<file path="src/rtl/inverse_zigzag.sv">
// Purpose : scatters 64 zigzag-ordered signed coefficients into an 8x8 raster block, presented packed on A.
// Latency : out_valid rises the cycle after beat 63 is accepted (64 cycles minimum from beat 0).
// Backpressure: in_ready drops while a full block waits; out_ack releases it and loading resumes next cycle.
//
// Ports:
//   Clock, reset     - rising-edge clock, asynchronous active-high reset
//   restart          - synchronous clear of the block in progress (buffer contents kept)
//   in_data/in_valid - coefficient stream in zigzag order; in_ready is high while loading
//   A/out_valid      - packed raster block, element (i,j) at A[(i*8+j)*COEF_W +: COEF_W]
//   out_ack          - downstream consumed the block
//   coef_cnt         - beats accepted in the current block (0..64)
module inverse_zigzag #(
  parameter int COEF_W = 8
) (
  input  logic                     Clock,
  input  logic                     reset,
  input  logic                     restart,
  input  logic signed [COEF_W-1:0] in_data,
  input  logic                     in_valid,
  output logic                     in_ready,
  output logic [64*COEF_W-1:0]     A,
  output logic                     out_valid,
  input  logic                     out_ack,
  output logic [6:0]               coef_cnt
);

  typedef enum logic [0:0] {LOAD, FULL} state_t;

  state_t            state_q;
  logic [6:0]        cnt_q;
  logic              in_ready_q;
  logic              out_valid_q;
  logic [COEF_W-1:0] buf_q [64];

  // Zigzag scan index -> raster position.
  function automatic logic [5:0] zz(input logic [5:0] k);
    logic [5:0] r;
    r = 6'd0;
    case (k)
      6'd0:  r = 6'd0;   6'd1:  r = 6'd1;   6'd2:  r = 6'd8;   6'd3:  r = 6'd16;
      6'd4:  r = 6'd9;   6'd5:  r = 6'd2;   6'd6:  r = 6'd3;   6'd7:  r = 6'd10;
      6'd8:  r = 6'd17;  6'd9:  r = 6'd24;  6'd10: r = 6'd32;  6'd11: r = 6'd25;
      6'd12: r = 6'd18;  6'd13: r = 6'd11;  6'd14: r = 6'd4;   6'd15: r = 6'd5;
      6'd16: r = 6'd12;  6'd17: r = 6'd19;  6'd18: r = 6'd26;  6'd19: r = 6'd33;
      6'd20: r = 6'd40;  6'd21: r = 6'd48;  6'd22: r = 6'd41;  6'd23: r = 6'd34;
      6'd24: r = 6'd27;  6'd25: r = 6'd20;  6'd26: r = 6'd13;  6'd27: r = 6'd6;
      6'd28: r = 6'd7;   6'd29: r = 6'd14;  6'd30: r = 6'd21;  6'd31: r = 6'd28;
      6'd32: r = 6'd35;  6'd33: r = 6'd42;  6'd34: r = 6'd49;  6'd35: r = 6'd56;
      6'd36: r = 6'd57;  6'd37: r = 6'd50;  6'd38: r = 6'd43;  6'd39: r = 6'd36;
      6'd40: r = 6'd29;  6'd41: r = 6'd22;  6'd42: r = 6'd15;  6'd43: r = 6'd23;
      6'd44: r = 6'd30;  6'd45: r = 6'd37;  6'd46: r = 6'd44;  6'd47: r = 6'd51;
      6'd48: r = 6'd58;  6'd49: r = 6'd59;  6'd50: r = 6'd52;  6'd51: r = 6'd45;
      6'd52: r = 6'd38;  6'd53: r = 6'd31;  6'd54: r = 6'd39;  6'd55: r = 6'd46;
      6'd56: r = 6'd53;  6'd57: r = 6'd60;  6'd58: r = 6'd61;  6'd59: r = 6'd54;
      6'd60: r = 6'd47;  6'd61: r = 6'd55;  6'd62: r = 6'd62;  6'd63: r = 6'd63;
      default: r = 6'd0;
    endcase
    return r;
  endfunction

  // restart outranks everything; a beat coinciding with it is dropped.
  always_ff @(posedge Clock or posedge reset) begin
    if (reset) begin
      state_q     <= LOAD;
      cnt_q       <= 7'd0;
      in_ready_q  <= 1'b1;
      out_valid_q <= 1'b0;
      for (int i = 0; i < 64; i++) buf_q[i] <= '0;
    end else if (restart) begin
      state_q     <= LOAD;
      cnt_q       <= 7'd0;
      in_ready_q  <= 1'b1;
      out_valid_q <= 1'b0;
    end else begin
      case (state_q)
        LOAD: begin
          if (in_valid) begin
            buf_q[zz(cnt_q[5:0])] <= in_data;
            cnt_q                 <= cnt_q + 7'd1;
            if (cnt_q == 7'd63) begin
              state_q     <= FULL;
              in_ready_q  <= 1'b0;
              out_valid_q <= 1'b1;
            end
          end
        end
        FULL: begin
          if (out_ack) begin
            state_q     <= LOAD;
            cnt_q       <= 7'd0;
            in_ready_q  <= 1'b1;
            out_valid_q <= 1'b0;
          end
        end
        default: begin
          state_q     <= LOAD;
          cnt_q       <= 7'd0;
          in_ready_q  <= 1'b1;
          out_valid_q <= 1'b0;
        end
      endcase
    end
  end

  always_comb begin
    A = '0;
    for (int i = 0; i < 64; i++) A[i*COEF_W +: COEF_W] = buf_q[i];
  end

  assign in_ready  = in_ready_q;
  assign out_valid = out_valid_q;
  assign coef_cnt  = cnt_q;

endmodule

</file>
<file path="config.mk">
export PLATFORM = sky130hd
export DESIGN_NAME = inverse_zigzag
export DESIGN_NICKNAME = d
export VERILOG_FILES = /design/src/rtl/inverse_zigzag.sv
export SDC_FILE = /design/constraint.sdc
export NUM_CORES = 1
export LEC_CHECK = 0
export CAP_MARGIN = 40
export CELL_PAD_IN_SITES_DETAIL_PLACEMENT = 1
export CELL_PAD_IN_SITES_GLOBAL_PLACEMENT = 1
export CORE_ASPECT_RATIO = 1.2
export CORE_UTILIZATION = 42
export CTS_BUF_LIST = sky130_fd_sc_hd__clkbuf_8
export DETAILED_ROUTE_END_ITERATION = 8
export PLACE_DENSITY = 0.87
export SETUP_SLACK_MARGIN = 0.4
export SLEW_MARGIN = 10
export SYNTH_ARGS = -nofsm -noshare
export SYNTH_HDL_FRONTEND = slang
export SYNTH_SLANG_ARGS = --single-unit
</file>
<file path="constraint.sdc">
create_clock -name Clock -period 23 [get_ports Clock]
set_clock_uncertainty 0.1 [all_clocks]
set_input_delay 4.6 -clock Clock [delete_from_list [all_inputs] [get_ports Clock]]
set_output_delay 4.6 -clock Clock [all_outputs]
set_load 0.02 [all_outputs]
</file>
==> metrics.csv <==
metric;value;unit
status;finished clean;
critical_path_class;in -> reg;
design.core.area;51350;µm²
post_drt_wl_per_cell;27.86;µm
tns;0;ns
regToRegSetupSlack;18.19;ns
antenna_left;0;
final_util;58.28;%
syn_nets;1412;
path_max_fanout;14;
powerDensity;66.38;nW/µm²
postCtsResizedCells;0;
synth_cells;1383;
firstDrtPassIters;6;
drt_iter0_drc;666;
max_slew_margin;38.27;%
track_usage;28.91;%
final_nets;1984;
cp_slowest_stage_delay;0.78;ns
layout_setup_ws;15.79;ns
rows;91;
design_area;29930;µm²
synth_area;21780;µm²
drt_wl_total;75930;µm
crit_required;23.45;ns
start_util;42.42;%
die_w;209.9;µm
antenna_found_initial;0;
grt_pass1_wl;113300;µm
grt_max_degree;104;
yosys-top-cells-count;dfrtp_1, mux2_2, clkbuf_1;
synth_seq_cells;522;
drc_errors;0;
cts_tree;yes;
end_kind;register;
cap_violations;0;
min_period;7.207;ns
crit_chain;clkdlybuf4s50_1, nand2b_1, a311oi_2, and2_1, nand3_1, mux2_2;
hold_class;reg -> reg;
synth_edf_count;0;
synthTopCellsByArea;dfrtp_1, mux2_2, nor4_4;
synth_cell_types;84;
synthArstFlopShare;100.0;%
place_area;28050;µm²
area_delta_synth_final;37.39;%
start_kind;input port;
cts_made_buffers;85;
path_clk_slew;0.06;ns
place.gp.congestion;0.8813;
pin_count;534;
io_buffer_count;533;
yosysTopAreaCell;dfrtp_1;
dieArea;52780;µm²
hold_buffers;0;
setup_viol;0;
leakage;14.15;nW
yosysWarnings;0;
grt_pass1_vias;16360;
clock_sinks;522;
grt.overflow.total;0;
period_share;31.34;%
worstPathArrival;7.66;ns
htree_levels;3;
cts_buffer_depth;3;
max_slew.worst_pin.slew;0.9260;ns
nFillCells;4770;
synth.avg_cell_area;15.75;µm²
dr_total_vias;14560;
synth_top_area_share;59.86;%
dpl.hpwl;50100;µm
synth.most_common_cell;dfrtp_1;
cp_num_buf_inv;1;
cp_slowest_cell;and2_1;
drive_above_1_share;39.02;%
crit_family;simple AND/OR/NAND/NOR gates;
max_freq;138.8;MHz
post-cts-setup-buffer-count;0;
rsz0062_at_grt;false;
dieHeight;251.5;µm
root_buffer;clkbuf_8;
drv_slew;0;
ir_drop;0.00005215;V
synth_flop_cell;dfrtp_1;
avgViaCountPerCell;5.343;
clock_latency;0.66;ns
dp_slack;15.11;ns
ys_seq_area_share;59.98;%
hold_viol;0;
## registers in the layout, summed over array words and instances, names as in the netlist
register,cells
in_ready,1
A,512
state_q,1
coef_cnt,7
out_valid,1
## power breakdown
group,internal [mW],switching (mW),total (mW)
registers,0.940,0.0155,0.956
clock network,0.464,0.392,0.856
logic,0.0662,0.108,0.175
## worst register-to-register path: stages (launching register included)
cell	delay, ns
dfrtp_1	0.85
inv_1	0.34
ha_1	0.50
nor2b_1	0.26
a211oi_1	0.10
o31ai_1	0.75
and2_1	0.79
nand3_1	0.55
mux2_2	0.46
## metal layers
layer,GRT usage (%),up-vias,share of wire [%]
met5,0,-,0
met4,13.64,0,3.9
met3,8.290,139,7.1
met2,50.65,558,52
met1,32.30,7702,37
li1,-,6160,-
## cells in the final DEF, fill, tap and decap left out, types with 10 or more instances in the layout
cell             instances
a21oi_1                 14
buf_4                   20
clkbuf_8               116
clkdlybuf4s50_1        525
dfrtp_1                521
ha_1                    16
inv_1                   32
mux2_2                 506
nand2_1                 12
nand3_2                 16
nand4_2                 12
nor2_1                  14
nor2b_1                 10
nor3_4                  19
nor4_4                  16
## final cells by class
cell class	count	area, µm²	area share (%)
clock buffer	116	1597	5.335
timing repair buffer	570	5808	19.41
tap	697	872.1	2.914
multi-input combinational	766	8294	27.72
sequential	522	13060	43.66
clock inverter	43	242.7	0.8111
antenna	1	2.502	0.008362
inverter	10	45.04	0.1505
## logic make-up (layout without fill, tap and decap cells)
family | Yosys count | after routing | synth area share (%)
DFF | 522 | 522 | 59.98
xor gates and xnor gates | 5 | 5 | 0.2010
adders and majority gates | 16 | 16 | 0.9191
and+or+nand+nor | 156 | 156 | 6.968
other | 0 | 1 | 0
buffers and inverters | 95 | 739 | 1.982
muxes | 515 | 515 | 26.76
AOI/OAI and AO/OA | 74 | 74 | 3.194
## per-stage QoR
stage                     hold WS, ns  power [mW]  cells
after floorplan                0.4581       1.059   1383
after global placement         0.3867       1.130   2544
after detailed placement       0.3926       1.145   2562
after CTS                      0.4064       2.005   2721
after global routing           0.4138       2.049   2724
final                          0.4036       1.987   2725
## worst paths after layout
check / from / end / depth (start not counted)
worst min register to register: A[312]$_DFFE_PP0P_ / A[312]$_DFFE_PP0P_ / 1
worst max register to register: coef_cnt[0]$_DFFE_PP0P_ / A[260]$_DFFE_PP0P_ / 8
worst max-delay path: in_valid / A[260]$_DFFE_PP0P_ / 6
max in group asynchronous: reset / A[129]$_DFFE_PP0P_ / 6
worst min-delay path: A[312]$_DFFE_PP0P_ / A[312]$_DFFE_PP0P_ / 1
min in group asynchronous: reset / A[413]$_DFFE_PP0P_ / 2
Power figures use the tool's default switching activity.
